`config.mk`:
```
export PLATFORM = sky130hd
export DESIGN_NAME = reset_sequencer
export DESIGN_NICKNAME = d
export VERILOG_FILES = /design/src/rtl/reset_sequencer.sv
export SDC_FILE = /design/constraint.sdc
export NUM_CORES = 1
export LEC_CHECK = 0
export BUFFER_PORTS_ARGS = -buffer_cell sky130_fd_sc_hd__buf_2
export CORE_MARGIN = 2
export CORE_UTILIZATION = 37
export CTS_CLUSTER_DIAMETER = 100
export CTS_CLUSTER_SIZE = 20
export DETAILED_ROUTE_END_ITERATION = 10
export SLEW_MARGIN = 20
export SYNTH_ARGS = -nofsm -noshare
export SYNTH_HDL_FRONTEND = slang
export SYNTH_SLANG_ARGS = --single-unit
```
`constraint.sdc`:
```
create_clock -name clk25 -period 2.3 [get_ports clk25]
set_input_delay 0.46 -clock clk25 [delete_from_list [all_inputs] [get_ports clk25]]
set_output_delay 0.46 -clock clk25 [all_outputs]
set_load 0.05 [all_outputs]
```
`src/rtl/reset_sequencer.sv`:
```
// Reset release sequencer for the 25.175 MHz domain: lock filter, staged periph/CPU release, cause capture.
// Optional watchdog timeout path is built only when RSTSEQ_WATCHDOG_EN is defined.
module reset_sequencer #(
    parameter int LOCK_CYCLES  = 16,
    parameter int CPU_DELAY    = 16,
    parameter int PULSE_CYCLES = 4,
    parameter int WDT_BITS     = 25,
    parameter int WDT_TIMEOUT  = 25175000
) (
    input  logic       clk25,
    input  logic       rst,
    input  logic       lock,
    input  logic       sw_rst_req,
    input  logic       wdt_en,
    input  logic       wdt_kick,
    output logic       periph_rst,
    output logic       cpu_rst,
    output logic [1:0] rst_cause,
    output logic       running
);

    typedef enum logic [1:0] {
        WAIT_LOCK = 2'd0,
        PERIPH    = 2'd1,
        RUN       = 2'd2,
        PULSE     = 2'd3
    } state_t;

    localparam logic [7:0] LOCK_LAST  = 8'(LOCK_CYCLES - 1);
    localparam logic [7:0] CPU_LAST   = 8'(CPU_DELAY - 1);
    localparam logic [7:0] PULSE_LAST = 8'(PULSE_CYCLES - 1);

    localparam logic [1:0] CAUSE_POR  = 2'd0;
    localparam logic [1:0] CAUSE_LOCK = 2'd1;
    localparam logic [1:0] CAUSE_SW   = 2'd2;
    localparam logic [1:0] CAUSE_WDT  = 2'd3;

    state_t     state, state_nxt;
    logic [7:0] cnt, cnt_nxt;
    logic [1:0] cause_nxt;
    logic       wdt_timeout;

`ifdef RSTSEQ_WATCHDOG_EN
    localparam logic [WDT_BITS-1:0] WDT_RELOAD = WDT_BITS'(WDT_TIMEOUT);

    logic [WDT_BITS-1:0] wdt_cnt, wdt_nxt;

    // A kick on the zero cycle reloads instead of timing out.
    always_comb begin
        wdt_timeout = (state == RUN) && wdt_en && !wdt_kick && (wdt_cnt == '0);
    end

    // Counter only runs while staying in RUN with the watchdog enabled; otherwise it sits at reload.
    always_comb begin
        wdt_nxt = WDT_RELOAD;
        if ((state == RUN) && (state_nxt == RUN) && wdt_en && !wdt_kick) begin
            wdt_nxt = wdt_cnt - WDT_BITS'(1);
        end
    end

    always_ff @(posedge clk25) begin
        if (rst) begin
            wdt_cnt <= WDT_RELOAD;
        end else begin
            wdt_cnt <= wdt_nxt;
        end
    end
`else
    logic unused_wdt;
    assign unused_wdt  = wdt_en ^ wdt_kick ^ (WDT_TIMEOUT == 0) ^ (WDT_BITS == 0);
    assign wdt_timeout = 1'b0;
`endif

    always_comb begin
        state_nxt = state;
        cnt_nxt   = cnt + 8'd1;
        cause_nxt = rst_cause;

        if ((state != WAIT_LOCK) && !lock) begin
            state_nxt = WAIT_LOCK;
            cause_nxt = CAUSE_LOCK;
        end else begin
            case (state)
                WAIT_LOCK: begin
                    if (!lock) begin
                        cnt_nxt = 8'd0;
                    end else if (cnt == LOCK_LAST) begin
                        state_nxt = PERIPH;
                    end
                end
                PERIPH: begin
                    if (cnt == CPU_LAST) begin
                        state_nxt = RUN;
                    end
                end
                RUN: begin
                    cnt_nxt = 8'd0;
                    if (wdt_timeout) begin
                        state_nxt = PULSE;
                        cause_nxt = CAUSE_WDT;
                    end else if (sw_rst_req) begin
                        state_nxt = PULSE;
                        cause_nxt = CAUSE_SW;
                    end
                end
                PULSE: begin
                    if (cnt == PULSE_LAST) begin
                        state_nxt = PERIPH;
                    end
                end
                default: state_nxt = WAIT_LOCK;
            endcase
        end

        if (state_nxt != state) begin
            cnt_nxt = 8'd0;
        end
    end

    // Outputs are registered from the next state so they change on the same edge as the state.
    always_ff @(posedge clk25) begin
        if (rst) begin
            state      <= WAIT_LOCK;
            cnt        <= 8'd0;
            periph_rst <= 1'b1;
            cpu_rst    <= 1'b1;
            rst_cause  <= CAUSE_POR;
            running    <= 1'b0;
        end else begin
            state      <= state_nxt;
            cnt        <= cnt_nxt;
            periph_rst <= (state_nxt == WAIT_LOCK) || (state_nxt == PULSE);
            cpu_rst    <= (state_nxt != RUN);
            rst_cause  <= cause_nxt;
            running    <= (state_nxt == RUN);
        end
    end

endmodule

```
Yosys cells after proc, flatten, opt, wreduce, memory -nomap -nowiden. Cells that the tools add are included.

Register bits: 15. Output and inout bits: 5. Logic and storage cells: 42.

$add $sub $neg: 1. Equal/unequal tests: 9. Muxes and demuxes: 13. Reduce and logical (&&, ||, !) cells: 12.

Operator list (number): two-way mux 8 bit (2); one-hot mux 8 bit (2 select lines) (1); two-way mux 2 bit (6); adder 8 x 1 -> 8 bit (second input constant) (1); == test 2 bit (second input constant) (4); == test 8 x 2 -> 1 bit (second input constant) (1); == test 8 x 4 -> 1 bit (second input constant) (1); one-hot mux 2 bit (4 select lines) (1); nonzero test 2 bit (3); logical NOT 2 bit (2); AND reduction 2 bit (2); OR reduction 2 bit (2); two-way mux 1 bit (3); == test 2 x 1 -> 1 bit (second input constant) (1); != test 2 bit (1); != test 2 bit (second input constant) (1); logical AND 1 bit (1); logical NOT 1 bit (1); logical OR 1 bit (1).

Longest topological paths before layout. Gate-level depths: netlist of the first run.

Word-level depth: 7. Mapped depth: 8.

Least setup slack after synthesis of the first run. Ideal clock, no wire load.

Kind: reg2reg. From: register cnt[0]. To: register periph_rst. Setup time: 0.123 ns. Arrival: 1.650 ns. Path slack: 0.526 ns. Stages on the path, launching flop included: 8. Path buffers: 0. Period minus slack after synthesis: 1.774 ns. Path through: dfxtp_1 ha_1 nor2b_1 nand3_1 a21oi_1 nor3b_1 ha_1 or2_2.

Cells in the longest elaborated chain, start to end: 7. Elaborated cells on any way between the ends: 11. Those cells by class: eq/ne (3); mux (6); reduce/logical (2).

Ends and longest elaborated chain: start, declared (RTL line 39) `logic [7:0] cnt, cnt_nxt;`; start signal, assigned (RTL line 131) `cnt <= cnt_nxt;`; == test 8 x 4 -> 1 bit (RTL line 87, 92); two-way mux 2 bit (RTL line 87) `end else if (cnt == LOCK_LAST) begin`; two-way mux 2 bit (RTL line 85) `if (!lock) begin`; one-hot mux 2 bit (4 select lines) (*) (RTL line 83) `case (state)`; two-way mux 2 bit (*) (RTL line 79) `if ((state != WAIT_LOCK) && !lock) begin`; net state_nxt[1] (RTL line 38) `state_t state, state_nxt;`; == test 2 bit or logical NOT 2 bit (tied branches) (RTL line 132) `periph_rst <= (state_nxt == WAIT_LOCK) || (state_nxt == PULSE);`; logical OR 1 bit (*) (RTL line 132); end signal, assigned (RTL line 132); end, declared (RTL line 16) `output logic periph_rst,`.

The timed path passes the listed nets; every way through them passes the cells marked *. A chain may end at the register's enable or synchronous reset.

Worst setup path after layout of the first run. Same ends and word-level chain as after synthesis.

==> flow_summary_export.csv, run 1 <==
group,metric,value,unit
sta,finalCritPeriodShare,83.1,%
critical_path,cp-start-kind,"register",
grt,grt_first_pass_wirelength,1560,um
final_layout,drive_above_1_share,18.8,%
sta,max-slew-margin-rel,76.9,%
sta,rsz0062_at_grt,"false",
grt,grt_use_total,10.6,%
grt,grt_use_met1,15.0,%
pwr,p_int,333,uW
hold_path,hold_class,"in -> reg",
die,die_area,0.00210,mm^2
clocking,cts_buffer_depth,2,
clocking,clkSinkCount,15,
routing,drc_errors,0,
final_layout,utilization,43.5,%
grt,met2_usage,13.2,%
place,numPlacedInstances,93,
die,start_util,38.3,%
flow_run,drv_cap,0,
routing,vias,489,
die,rows,15,
sta,setup_ws,0.388,ns
sta,slew_violations,0,
critical_path,cp.arrival,2.09,ns
pwr,power_frac_comb,2.9,%
sta,tns,0,ns
die,core,0.00169,mm^2
grt,grt.busiest_layer,"met1",
sta,tightest_slew,0.343,ns
hold_path,holdPathStages,2,
critical_path,critPathLaunch,"cnt[0]",
clocking,root_buffer,"clkbuf_4",
critical_path,reg2reg_depth,7,
synthesis,seq_area_frac_synth,46.4,%
pwr,switchingPower,92.3,uW
synthesis,synth_seq_cells,15,
routing,viasPerCell,5.04,
place,dp_slack,0.383,ns
die,die_h,45.8,um
critical_path,cp_max_fo,6,
critical_path,regToRegStartpoint,"cnt[0]",
sta,min_period,1.91,ns
sta,hold_viol_final,0,
synthesis,synth_area_per_cell,9.51,um^2
clocking,cts_buffers,3,
clocking,cts_setup_buffers,0,
grt,use_met3,2.38,%
clocking,h-tree-depth,1,
routing,drtAntennaViolNets,0,
pwr,power.density,579,mW/mm^2
final_layout,layout_common_cells,"dfxtp_1 (15), nor2_1 (10), buf_2 (8)",
grt,first_global_vias,384,
final_layout,area_growth,13.5,%
final_layout,layout_commonest_cell,"dfxtp_1",
final_layout,num-nets-final,89,
pwr,power.clock.fraction,35.2,%
grt,grt_overflow,0,
grt,antenna_found_initial,0,
synthesis,syn-num-nets,76,
clocking,cts_tree,"yes",
routing,wl_per_cell,10.6,um
clocking,clkTransAtPathRegs,0.09,ns
grt,grt_max_degree,9,
critical_path,crit_end,"periph_rst",
critical_path,crit_type,"reg -> reg",
place,place_congestion,0.689,
pwr,leakagePower,0.000281,uW
synthesis,synth_edf_count,0,
outcome,status,"finished clean",
synthesis,synthCells,68,
place,numPortBuffers,8,
sta,fmax,523,MHz
die,die_width,45.8,um
sta,fin_skew,0.0107,ns
synthesis,async_flop_share,0,%
critical_path,required,2.48,ns
synthesis,synth_area,647,um^2
final_layout,final_cells,97,
clocking,worstSkewPairLatency,0.28,ns
critical_path,timing.rr.end,"periph_rst",
die,pin_count,11,
synthesis,synth_warnings,0,
pwr,power_frac_seq,61.9,%
pwr,ir_worst_vdd,0.218,mV
critical_path,endpoint_kind,"register",
critical_path,rrSetupSlack,0.39,ns
synthesis,synthFlopType,"dfxtp_1",
sta,setup_viol,0,
pwr,switching_share,21.7,%
clocking,holdBufCountCts,0,
routing,wl,1030,um
routing,dr.pass1.iters,4,
synthesis,synthDistinctLibCells,23,
final_layout,diodes,0,
clocking,cts_resized,0,
place,hpwl,748,um
routing,drt_iter0_drc,8,
[power by group through the flow]
stage	registers, uW	clock network, uW	logic (uW)
global placement	269	0	12.7
CTS	263	156	12.8
floorplan	269	0	5.95
finish	263	150	12.5
detailed placement	269	0	12.8
global route	264	166	14.2
[metal layers]
| layer | share of wire, % | vias to the layer above |
|---|---|---|
| met2 | 43 | 7 |
| met3 | 1.9 | 6 |
| met5 | 0 | - |
| li1 | - | 265 |
| met4 | 2.6 | 0 |
| met1 | 52 | 211 |
[area by class of cell]
| type | instances | area, um^2 |
|---|---|---|
| Clock buffer | 4 | 26.3 |
| Fill cell | 178 | 955 |
| Inverter | 2 | 7.51 |
| Multi-Input combinational cell | 51 | 339 |
| Sequential cell | 15 | 300 |
| Tap cell | 17 | 21.3 |
| Timing Repair Buffer | 8 | 40.0 |
[stage by stage]
step           cell area (um^2)  total power (uW)  hold WS (ns)
2_1_floorplan               647               275         0.441
4_1_cts                     734               432         0.389
5_1_grt                     734               444         0.398
3_3_place_gp                708               282         0.462
6_report                    734               426         0.395
3_5_place_dp                708               282         0.469
[logic make-up after synthesis]
| family | after synthesis | share of synthesized area [%] |
|---|---|---|
| simple gates | 34 | 31.1 |
| mux | 2 | 3.09 |
| flops | 15 | 46.4 |
| xor+xnor | 5 | 6.77 |
| fa+ha+maj | 2 | 3.87 |
| compound gates | 8 | 7.54 |
| buf+inv | 2 | 1.16 |
[registers in the layout, summed over array words and instances (netlist names)]
register,flops
periph_rst,1
cnt,8
state,2
cpu_rst,1
rst_cause,2
running,1
[worst max-delay path: stages, from the launching register on]
cell and delay, ns:
dfxtp_1 0.40, ha_1 0.31, nor2b_1 0.20, nand3_1 0.09, a21oi_1 0.20, nor3b_1 0.09
ha_1 0.27, or2_2 0.26
[cells in the mapped netlist, types with 2 or more instances]
| library cell | number | area share [%] |
|---|---|---|
| a21oi_1 | 4 | 3.1 |
| and2_1 | 2 | 1.9 |
| dfxtp_1 | 15 | 46 |
| ha_1 | 2 | 3.9 |
| inv_1 | 2 | 1.2 |
| mux2i_1 | 2 | 3.1 |
| nand2_1 | 3 | 1.7 |
| nand3_1 | 4 | 3.1 |
| nand4_1 | 2 | 1.9 |
| nor2_1 | 10 | 5.8 |
| nor2b_1 | 5 | 4.8 |
| nor3_1 | 2 | 1.5 |
| xor2_1 | 5 | 6.8 |
[worst min path at each step]
stage            startpoint  slack, ns           end
2_1_floorplan        cnt[0]       0.44        cnt[0]
3_3_place_gp   rst_cause[1]       0.46  rst_cause[1]
3_5_place_dp         cnt[0]       0.47        cnt[0]
4_1_cts          sw_rst_req       0.39  rst_cause[0]
5_1_grt          sw_rst_req       0.40  rst_cause[0]
6_report                rst       0.39  rst_cause[1]
No activity file was read; power rests on OpenSTA's default activity.
==> run 2, diff against run 1 <==
- clock period: 2.3 -> 1.9 ns (I/O delays scaled with it)
==> run 2 against run 1 <==
Clock power grew 21%. Cell count up 5.2%. Critical path depth decreased by 1. Sequential cell count unchanged. Routed wire length is 8.7% higher. Count of clock-buffer cells in the layout down 1. Via count increased by 5.9%. Critical endpoint unchanged. Non-clock buffer count up 5. Power increased by 21%. Cell area up 7.5%. Worst setup slack worse by 0.26 ns. Maximum frequency up 7.8%.
==> flow_summary_export.csv, run 2 (synthesis results as in run 1) <==
group,metric,value,unit
die,start_util,38.3,%
sta,min_period,1.77,ns
hold_path,hold_class,"in -> reg",
clocking,clkTransAtPathRegs,0.09,ns
die,die_area,0.00210,mm^2
final_layout,area_growth,22.1,%
routing,viasPerCell,5.08,
pwr,power,516,uW
final_layout,top_register,"cnt",
critical_path,cp-start-kind,"register",
sta,setup_viol,0,
grt,antenna_found_initial,0,
die,core,0.00169,mm^2
grt,met2_usage,17.7,%
flow_run,drv_cap,0,
clocking,cts_buffers,3,
critical_path,regToRegStartpoint,"cnt[6]",
critical_path,crit_type,"reg -> reg",
routing,vias,518,
sta,max-slew-margin-rel,76.8,%
critical_path,reg2reg_depth,6,
final_layout,layout_common_cells,"dfxtp_1 (13), nor2_1 (10), buf_2 (8)",
die,rows,15,
outcome,status,"finished clean",
sta,tns,0,ns
sta,finalCritPeriodShare,93.3,%
final_layout,num-nets-final,94,
routing,wl_per_cell,10.9,um
sta,hold_slack,0.321,ns
critical_path,critPathLaunch,"cnt[6]",
critical_path,rrSetupSlack,0.13,ns
clocking,worstSkewPairLatency,0.28,ns
routing,dr.pass1.iters,2,
place,hpwl,874,um
critical_path,cp_max_fo,5,
pwr,power.density,653,mW/mm^2
clocking,cts_tree,"yes",
die,pin_count,11,
die,die_width,45.8,um
routing,wl,1120,um
grt,grt_first_pass_wirelength,1860,um
sta,rsz0062_at_grt,"false",
sta,tightest_slew,0.345,ns
critical_path,timing.rr.end,"periph_rst",
critical_path,endpoint_kind,"register",
sta,hold_viol_final,0,
final_layout,largest_reg_flops,8,
grt,grt_max_degree,10,
routing,drtAntennaViolNets,0,
grt,first_global_vias,452,
clocking,root_buffer,"clkbuf_4",
critical_path,crit_end,"periph_rst",
clocking,h-tree-depth,1,
final_layout,layout_commonest_cell,"dfxtp_1",
grt,use_met3,3.57,%
grt,grt.busiest_layer,"met2",
final_layout,drive_above_1_share,29.4,%
pwr,ir_worst_vdd,0.292,mV
clocking,clkSinkCount,15,
routing,drt_iter0_drc,8,
sta,fin_skew,0.00229,ns
critical_path,required,2.08,ns
die,die_h,45.8,um
place,place_congestion,0.688,
routing,drc_errors,0,
place,numPortBuffers,8,
grt,grt_overflow,0,
final_layout,top_regs,"cnt (8), rst_cause (2), state (2)",
grt,grt_use_met1,17.0,%
final_layout,diodes,0,
clocking,cts_setup_buffers,0,
critical_path,cp.arrival,1.95,ns
pwr,leakagePower,0.000347,uW
clocking,cts_buffer_depth,2,
grt,grt_use_total,12.8,%
sta,slew_violations,0,
sta,fmax,564,MHz
final_layout,utilization,46.7,%
-- run 2: report_power, final --
group,internal (uW),switching (uW)
sequential,315,1.45
clock,78.0,103
combinational,7.55,11.0
-- run 2: metrics by stage --
stage	worst slack, ns	instances	area [um^2]
2_1_floorplan	0.126	68	647
3_3_place_gp	0.0618	98	746
3_5_place_dp	0.0592	98	746
4_1_cts	0.0394	102	773
5_1_grt	0.00428	102	790
6_report	0.127	102	790
-- run 2: critical path, cell delays in order (launching register included) --
cell and delay (ns):
dfxtp_4 0.37, nor4_4 0.37, nand4b_2 0.17, mux2i_1 0.20, nand2_1 0.07, ha_1 0.27, or2_4 0.22
-- run 2: cell type report --
cell class	instances	area [um^2]
multi-input combinational	51	350
fill	177	900
inverter	2	7.51
clock buffer	3	22.5
timing repair buffer	13	77.6
sequential	15	305
clock inverter	1	5.00
tap	17	21.3
-- run 2: metal layers --
| metal | routed length (um) | share of wire [%] | vias up |
|---|---|---|---|
| li1 | - | - | 273 |
| met1 | 552 | 50 | 239 |
| met2 | 525 | 47 | 4 |
| met3 | 20 | 1.8 | 2 |
| met4 | 17 | 1.5 | 0 |
| met5 | 0 | 0 | - |
-- run 2: worst min-delay path by stage --
stage | start | end | depth (start not counted)
floorplan | cnt[0] | cnt[0] | 1
global placement | rst_cause[1] | rst_cause[1] | 2
detailed placement | rst_cause[1] | rst_cause[1] | 2
CTS | rst | rst_cause[1] | 2
global route | sw_rst_req | rst_cause[0] | 2
finish | sw_rst_req | rst_cause[0] | 2
-- run 2: what timing repair did --
item / in CTS / in global routing
endpoints found under the hold margin: 0 / 0
resized for setup: 0 / 6
setup endpoints to repair: 0 / 1
hold buffers: 0 / 0
==> run 3, diff against run 2 <==
- ABC_AREA: default -> 1
- REMOVE_ABC_BUFFERS: default -> 1
==> run 3 against run 2 <==
Utilization decreased by 1.8 points. Die area increased by 2.0%. Synthesized cell count increased by 19%. Non-clock buffer count decreased by 5. Sequential cell count unchanged. Clock power about the same. Cell count increased by 16%. Routed wire length decreased by 7.3%. Count of clock-buffer cells in the layout unchanged. Register-to-register slack improved by 0.05 ns. Critical path type unchanged. Largest cell class unchanged. Highest routed layer unchanged.
==> flow_summary_export.csv, run 3 <==
group,metric,value,unit
critical_path,regToRegStartpoint,"cnt[0]",
synthesis,synth_area,661,um^2
synthesis,yosys-top-cells-area,"dfxtp_1 (45%), nor2_1 (9.7%), xor2_1 (5.3%)",
place,hpwl,793,um
pwr,power,516,uW
synthesis,synth_area_per_cell,8.16,um^2
critical_path,critPathLaunch,"cnt[0]",
synthesis,synth_warnings,0,
synthesis,synth.area.mux_share,0,%
pwr,power.clock.fraction,34.7,%
place,numPortBuffers,8,
synthesis,synth_compound_area_share,7.39,%
routing,dr.pass1.iters,4,
routing,wl,1030,um
pwr,p_int,402,uW
clocking,h-tree-depth,1,
critical_path,required,2.07,ns
final_layout,top_regs,"cnt (8), rst_cause (2), state (2)",
synthesis,synth_top_family_by_area,"simple AND/OR/NAND/NOR gates",
routing,viasPerCell,4.47,
synthesis,synthCells,81,
sta,finalCritPeriodShare,90.8,%
die,core,0.00171,mm^2
routing,vias,527,
sta,min_period,1.73,ns
synthesis,synth_seq_cells,15,
synthesis,synth-simple-area-share,30.9,%
synthesis,yosys.area.top_type_share,45.5,%
clocking,clkSinkCount,15,
synthesis,synth_xor_area_share,7.95,%
clocking,clkTransAtPathRegs,0.09,ns
grt,antenna_found_initial,0,
final_layout,final_cells,118,
die,rows,15,
place,place_congestion,0.821,
final_layout,utilization,44.9,%
final_layout,diodes,0,
synthesis,seq_area_frac_synth,45.5,%
pwr,ir_worst_vdd,0.370,mV
clocking,cts_buffer_depth,2,
final_layout,layout_common_cells,"nor2_1 (17), dfxtp_1 (15), nand2_1 (9)",
place,dp_slack,0.155,ns
flow_run,drv_cap,0,
hold_path,hp-start,"rst",
grt,grt_overflow,0,
die,pin_count,11,
synthesis,ys_top_cells_by_count,"nor2_1 (17), dfxtp_1 (15), nand2_1 (9)",
final_layout,area_growth,16.1,%
die,start_util,38.7,%
clocking,cts_tree,"yes",
critical_path,cp-start-kind,"register",
place,numPlacedInstances,114,
die,die_h,46.3,um
sta,fin_skew,0.00192,ns
critical_path,crit_path_cell_trace,"ha_2 -> nand3_2 -> nor2_4 -> a21oi_1 -> nand2_2 -> nand2_2 -> ha_1 -> or2_2",
synthesis,post-synth-top-count-cell,"nor2_1",
pwr,power.density,672,mW/mm^2
synthesis,synthDistinctLibCells,19,
grt,grt_max_degree,10,
sta,slew_violations,0,
clocking,root_buffer,"clkbuf_4",
routing,drt_iter0_drc,5,
sta,hold_slack,0.325,ns
critical_path,cp_max_fo,3,
grt,grt_first_pass_wirelength,1700,um
clocking,cts_buffers,3,
synthesis,synth_edf_count,0,
sta,tightest_slew,0.249,ns
final_layout,drive_above_1_share,24.7,%
critical_path,crit_type,"reg -> reg",
final_layout,layout_commonest_cell,"nor2_1",
synthesis,async_flop_share,0,%
routing,wl_per_cell,8.76,um
critical_path,critPathSlowestCell,"dfxtp_1",
outcome,status,"finished clean",
hold_path,hold_class,"in -> reg",
routing,drc_errors,0,
final_layout,largest_reg_flops,8,
pwr,power_frac_comb,3.7,%
pwr,leakagePower,0.000321,uW
critical_path,cp.arrival,1.90,ns
sta,setup_ws,0.175,ns
sta,fmax,580,MHz
clocking,worstSkewPairLatency,0.28,ns
routing,drtAntennaViolNets,0,
pwr,switching_share,22.0,%
synthesis,synthAdderAreaFrac,3.79,%
critical_path,cpPeakStageDelay,0.36,ns
die,die_width,46.3,um
synthesis,netlist.top_cell.by_area,"dfxtp_1",
sta,max-slew-margin-rel,83.5,%
critical_path,endpoint_kind,"register",
die,die_area,0.00214,mm^2
grt,grt_use_total,11.4,%
pwr,switchingPower,114,uW
grt,first_global_vias,412,
synthesis,synthFlopType,"dfxtp_1",
final_layout,top_register,"cnt",
sta,hold_viol_final,0,
critical_path,cp_common_cell,"nand2_2",
sta,setup_viol,0,
pwr,power_frac_seq,61.6,%
final_layout,num-nets-final,102,
==> run 3: worst paths after layout <==
path	end	slack, ns	depth (start not counted)
max	periph_rst	0.17	8
min	state[1]	0.33	2
max reg2reg	periph_rst	0.17	8
min reg2reg	cnt[0]	0.45	1
==> run 3: critical path: cells and delay by family, from the launching register on <==
kind | cells | cell delay (ns)
AOI/OAI and AO/OA | 1 | 0.08
adders and majority gates | 2 | 0.50
DFF | 1 | 0.36
and+or+nand+nor | 5 | 0.68
==> run 3: area by class of cell <==
type,count,area [um^2]
Multi-Input combinational cell,58,338
Clock buffer,3,22.5
Tap cell,25,31.3
Sequential cell,15,300
Clock inverter,1,5.00
Timing Repair Buffer,8,40.0
Fill cell,176,941
Inverter,8,30.0
==> run 3: stage by stage <==
step | setup TNS (ns) | area, um^2
after floorplan | 0 | 661
after global placement | 0 | 732
after detailed placement | 0 | 732
after CTS | 0 | 759
after global routing | -0.00418 | 767
final | 0 | 767
==> run 3: repair_timing <==
item                                    CTS  global route
setup buffers                             0             0
endpoints found under the setup margin    0             1
hold buffers                              0             0
resized for setup                         0             2
==> run 3: kinds of logic after synthesis <==
group	after synthesis
simple gates	41
flops	15
compound gates	9
buf+inv	8
fa+ha+maj	2
xor+xnor	6
==> run 3: power by group through the flow <==
stage               registers (uW)  logic, uW  clock network [uW]
detailed placement             325       18.9                   0
global route                   318       22.2                 196
global placement               325       18.7                   0
floorplan                      325       12.1                   0
CTS                            318       19.0                 182
finish                         318       19.2                 179
==> run 3: metal layers <==
metal  global-route usage (%)  share of wire, %  up-vias
met5                        0                 0        -
met3                     3.53               1.8        4
li1                         -                 -      282
met2                     15.3                45        4
met4                     6.86               2.2        0
met1                     15.8                51      237
